<file path="src/rtl/servo_slew_ctrl.sv">
// servo_slew_ctrl: command stage in front of the servo PWM generator.
// Takes target pulse widths over valid/ready and clamps them to the servo
// range. Once per frame it moves pulse_width toward the target by at most
// STEP clocks, so the PWM stage sees a value that stays constant per frame.
//
// state | meaning
// IDLE  | pulse_width equals the applied target
// SLEW  | pulse_width still stepping toward the applied target
module servo_slew_ctrl #(
  parameter int FRAME_CLKS = 1000000,
  parameter int MIN_PW     = 50000,
  parameter int MAX_PW     = 100000,
  parameter int STEP       = 500,
  parameter int PW_W       = 17,
  parameter int CNT_W      = 20
) (
  input  logic            mclk,
  input  logic            rst,
  input  logic            enable,
  input  logic            cmd_valid,
  output logic            cmd_ready,
  input  logic [PW_W-1:0] cmd_pw,
  output logic [PW_W-1:0] pulse_width,
  output logic            frame_start,
  output logic            at_target,
  output logic            busy
);

  localparam logic [PW_W-1:0]        MIN_V      = PW_W'(MIN_PW);
  localparam logic [PW_W-1:0]        MAX_V      = PW_W'(MAX_PW);
  localparam logic [PW_W-1:0]        MID_V      = PW_W'((MIN_PW + MAX_PW) / 2);
  localparam logic [PW_W-1:0]        STEP_V     = PW_W'(STEP);
  localparam logic signed [PW_W:0]   STEP_S     = (PW_W+1)'(STEP);
  localparam logic [CNT_W-1:0]       FRAME_LAST = CNT_W'(FRAME_CLKS - 1);

  typedef enum logic {IDLE = 1'b0, SLEW = 1'b1} state_t;

  state_t                 state;
  logic [CNT_W-1:0]       cnt;
  logic [PW_W-1:0]        target;
  logic [PW_W-1:0]        pend;
  logic                   pend_valid;

  logic                   frame_wrap;
  logic [PW_W-1:0]        cmd_clamped;
  logic [PW_W-1:0]        new_target;
  logic signed [PW_W:0]   diff;
  logic [PW_W-1:0]        pw_next;

  assign frame_wrap = (cnt == FRAME_LAST);
  assign cmd_ready  = !pend_valid;
  assign busy       = (state == SLEW);
  assign at_target  = (pulse_width == target) && !pend_valid;

  // Clamp the incoming command and work out the value applied at the next frame edge.
  always_comb begin
    cmd_clamped = cmd_pw;
    if (cmd_pw < MIN_V) begin
      cmd_clamped = MIN_V;
    end else if (cmd_pw > MAX_V) begin
      cmd_clamped = MAX_V;
    end

    new_target = pend_valid ? pend : target;
    diff       = $signed({1'b0, new_target}) - $signed({1'b0, pulse_width});

    // Moving toward an in-range target can never leave the legal range.
    pw_next = pulse_width;
    if (enable) begin
      if (diff > STEP_S) begin
        pw_next = pulse_width + STEP_V;
      end else if (diff < -STEP_S) begin
        pw_next = pulse_width - STEP_V;
      end else begin
        pw_next = new_target;
      end
    end
  end

  // Free-running frame counter; frame_start is aligned with count 0.
  always_ff @(posedge mclk) begin
    if (rst) begin
      cnt         <= '0;
      frame_start <= 1'b0;
    end else begin
      if (frame_wrap) begin
        cnt <= '0;
      end else begin
        cnt <= cnt + CNT_W'(1);
      end
      frame_start <= frame_wrap;
    end
  end

  // Pending slot, target and pulse width; a handshake only fills an empty slot,
  // so it never collides with the slot being drained at a frame edge.
  always_ff @(posedge mclk) begin
    if (rst) begin
      pend_valid  <= 1'b0;
      pend        <= MID_V;
      target      <= MID_V;
      pulse_width <= MID_V;
    end else begin
      if (frame_wrap) begin
        target      <= new_target;
        pulse_width <= pw_next;
        if (pend_valid) begin
          pend_valid <= 1'b0;
        end
      end
      if (cmd_valid && cmd_ready) begin
        pend       <= cmd_clamped;
        pend_valid <= 1'b1;
      end
    end
  end

  // Slew state follows whether the updated pulse width has reached the target.
  always_ff @(posedge mclk) begin
    if (rst) begin
      state <= IDLE;
    end else if (frame_wrap) begin
      case (state)
        IDLE:    state <= (pw_next != new_target) ? SLEW : IDLE;
        SLEW:    state <= (pw_next == new_target) ? IDLE : SLEW;
        default: state <= IDLE;
      endcase
    end
  end

endmodule

</file>
<file path="config.mk">
export PLATFORM = sky130hd
export DESIGN_NAME = servo_slew_ctrl
export DESIGN_NICKNAME = d
export VERILOG_FILES = /design/src/rtl/servo_slew_ctrl.sv
export SDC_FILE = /design/constraint.sdc
export NUM_CORES = 1
export LEC_CHECK = 0
export BUFFER_PORTS_ARGS = -buffer_cell sky130_fd_sc_hd__buf_2
export CAP_MARGIN = 20
export CORE_AREA = 3 3 145 147
export CTS_CLUSTER_SIZE = 40
export DETAILED_ROUTE_END_ITERATION = 6
export DIE_AREA = 0 0 148 150
export GPL_TIMING_DRIVEN = 0
export PLACE_DENSITY = 0.49
export SYNTH_ARGS = -nofsm -noshare
export SYNTH_HDL_FRONTEND = slang
export SYNTH_SLANG_ARGS = --single-unit
</file>
<file path="constraint.sdc">
create_clock -name mclk -period 11 [get_ports mclk]
set_clock_uncertainty 0.2 [all_clocks]
set_input_delay 0.55 -clock mclk [delete_from_list [all_inputs] [get_ports mclk]]
set_output_delay 0.55 -clock mclk [all_outputs]
set_load 0.02 [all_outputs]
</file>
==> summary.md <==
| Metric | Value |
|---|---|
| Fin area | 6770 sq um |
| Pins Over Slew Limit | 0 |
| # setup viols final | 0 |
| Clock sinks | 74 |
| Slowest stage cell, crit path | buf_1 |
| DP HPWL | 16.0 mm |
| Largest net degree at the start of global routing | 14 |
| Period utilization | 58.3% |
| N_diodes | 0 |
| Placer Congestion | 0.938 |
| Sequential fraction of the synthesis area | 24.9% |
| GR Overflow Total | 0 |
| PostCTS Resize Cnt | 0 |
| Post-Syn Area per Cell | 7.25 sq um |
| Synthesized cell area | 5940 sq um |
| Initial core utilization | 29.6% |
| Die Area | 22,200 sq um |
| TritonRoute pass-1 iters | 5 |
| CTS tree | done |
| Routed wire per std cell | 17.9 microns |
| Critical path data required time | 10.99 ns |
| Io pins | 42 |
| Post-synth EDFFs | 0 |
| Synth warnings | 0 |
| Total power | 0.781 mW |
| CP Cell Sequence | buf_2 -> buf_1 -> mux2i_1 -> inv_1 -> fa_1 -> a211oi_1 -> o21a_1 -> nor3_1 -> a311o_1 -> nor4_1 -> or4_4 -> nor2_1 -> o31ai_1 -> a2111oi_0 -> nor4b_1 -> nand4_1 -> nor4_1 -> a311oi_1 |
| Peak VDD IR | 0.0763 mV |
| Starting DRT DRC Count | 490 |
| Post-CTS Hold Buffers | 0 |
| Routed wl met2 | 9.23 mm |
| Post-Syn Nets | 862 |
| Final Hold Viols | 0 |
| Status | finished clean |
| Area growth from synthesis to final layout | 13.9% |
| # Max-Cap Violations | 0 |
| Synth cell types | 78 |
| First-pass GRT wire length | 32.2 mm |
| CP dominant cell by count | nor4_1 |
| Post-CTS Setup Inserts | 0 |
| Initial antenna violation count | 0 |
| Commonest non-fill, non-tap cell in the layout | nor2_1 |
| CP arrival | 6.41 ns |
| Row count | 52 |
| Clk slew on worst S/H paths | 0.06 ns |
| Chip height | 150 microns |
| Latest clock arrival within the worst-skew pair | 0.34 ns |
| CP max stage delay | 0.56 ns |
| Worst Hold Class | primary input to register |
| CTS HTree Levels | 3 |
| Period minus WS final | 6.41 ns |
| Setup Total Neg Slack | 0 ns |
| Share of the synthesized area in the top cell type | 24.9% |
| Share of layout cells above drive strength 1 | 10.4% |
| IO buf count | 40 |
| #FFs+latches synth | 74 |
| Crit Path Category | register to register |
| Vias in the first global route | 5,784 |
| Total Nets Final | 913 |
| Wire length on met3 | 1.29 mm |
| DR DRC count | 0 |
| Final design utilization | 33.8% |
| GRT Util Overall | 18.2% |
| Commonest cells after routing, fill and taps aside | nor2_1 (110), dfxtp_1 (74), a21oi_1 (66) |
| Post-route ant nets | 0 |
| Post-Syn Instances | 819 |
| Leak | 2.62 nW |
| Slew @ Worst Pin | 1.07 ns |
| M1 WL | 9.79 mm |
| Top delay family on crit path | simple AND/OR/NAND/NOR gates |
| RSZ-0062 raised after global routing | false |
| Most used DFF post-synth | dfxtp_1 |
| Startpoint Class | register |
| Power Dens Cells | 115 nW/um^2 |
| Root Buffer | clkbuf_16 |
| Fillers | 2,272 |
| Crit path buf inv count | 3 |
| Synth async-reset ratio | 0% |
| CORE AREA | 20,000 sq um |
| Highest metal used | met4 |
| Max Freq | 156 MHz |
| Nature of the critical path endpoint | register |
| Vias | 6,172 |
| Synth area leaders | dfxtp_1 (25%), nor2_1 (7.0%), a21oi_1 (5.6%) |
| CP max FO | 10 |
| Max Root-Sink Buffers | 2 |
| Relative slew slack | 28.2% |
| Final wirelength | 20.5 mm |
| Die span in x | 148 microns |
| Number of buffers created by CTS | 9 |
| Vias/cell | 5.39 |
| Placed cell areas | 6480 sq um |
| Area leader, netlist | dfxtp_1 |
Yosys cell counts, types with 3 or more instances:
master and count:
inv_1 42, nand2b_1 14, nor4_1 13, and2_1 3, or3_1 11, o22ai_1 6
nor2_1 110, dfxtp_1 74, and3_1 3, a21o_1 4, o31ai_1 4, nor3_1 26
o221ai_1 5, a211o_1 10, buf_1 5, or2_2 6, a21oi_1 66, nand2_1 60
clkbuf_1 30, a311o_1 3, nor2b_1 8, a311oi_1 5, nand3b_1 5, o32ai_1 3
nand4_1 9, xnor2_1 29, ha_1 21, a211oi_1 21, a2111oi_0 5, xor2_1 25
nand3_1 28, a31oi_1 8, mux2_2 4, a221o_1 4, o21ai_1 4, o21a_1 7
mux2i_1 15, buf_2 12, and4_1 3, o211ai_1 4, o21ai_0 54, a22oi_1 8
state kept, by name (all words and copies together), names as in the netlist:
register and cells:
busy 1, cnt 20, frame_start 1, pend 17, pend_valid 1, pulse_width 17
target 17
layout make-up:
| type | count | area, sq um | share of cell area [%] |
|---|---|---|---|
| clock buffers | 12 | 256 | 3.79 |
| clock inverters | 4 | 33.8 | 0.499 |
| repair buffers | 40 | 200 | 2.96 |
| inverters | 44 | 165 | 2.44 |
| well taps | 270 | 338 | 4.99 |
| multi-input cells | 651 | 4070 | 60.1 |
| flip-flops and latches | 74 | 1480 | 21.9 |
| plain buffers | 50 | 224 | 3.31 |
power by group:
part | leakage [nW] | switching [mW] | total (mW) | internal [mW]
sequential | 0.601 | 0.00405 | 0.278 | 0.274
combinational | 1.88 | 0.135 | 0.212 | 0.0776
clock | 0.140 | 0.124 | 0.291 | 0.167
layer usage:
| layer | vias up | global-route usage, % |
|---|---|---|
| li1 | 3066 | - |
| met4 | 0 | 4.02 |
| met2 | 199 | 28.8 |
| met1 | 2888 | 25.8 |
| met3 | 19 | 3.33 |
| met5 | - | 0 |
through the flow:
step                      std cells  hold WS (ns)  setup slack (ns)
final                          1145         0.249              4.59
after global routing           1145         0.243              4.00
after CTS                      1145         0.238              4.72
after detailed placement       1129         0.253              4.80
after global placement         1129         0.246              4.70
after floorplan                 819         0.230              6.09
logic make-up after synthesis:
group	share of synthesized area, %
mux	3.29
xor+xnor	7.96
fa+ha+maj	4.76
compound gates	27.9
buf+inv	6.55
flops	24.9
simple gates	24.6
worst paths after layout:
path	from	slack (ns)	to	cells past startpoint
worst max-delay path	pend_valid	4.59	busy	18
worst min-delay path	cmd_pw[13]	0.25	pend[13]	2
worst max register to register	pend_valid	4.59	busy	18
worst min register to register	pend[4]	0.28	pend[4]	2
Note: power is estimated with default switching activity, not from simulation.
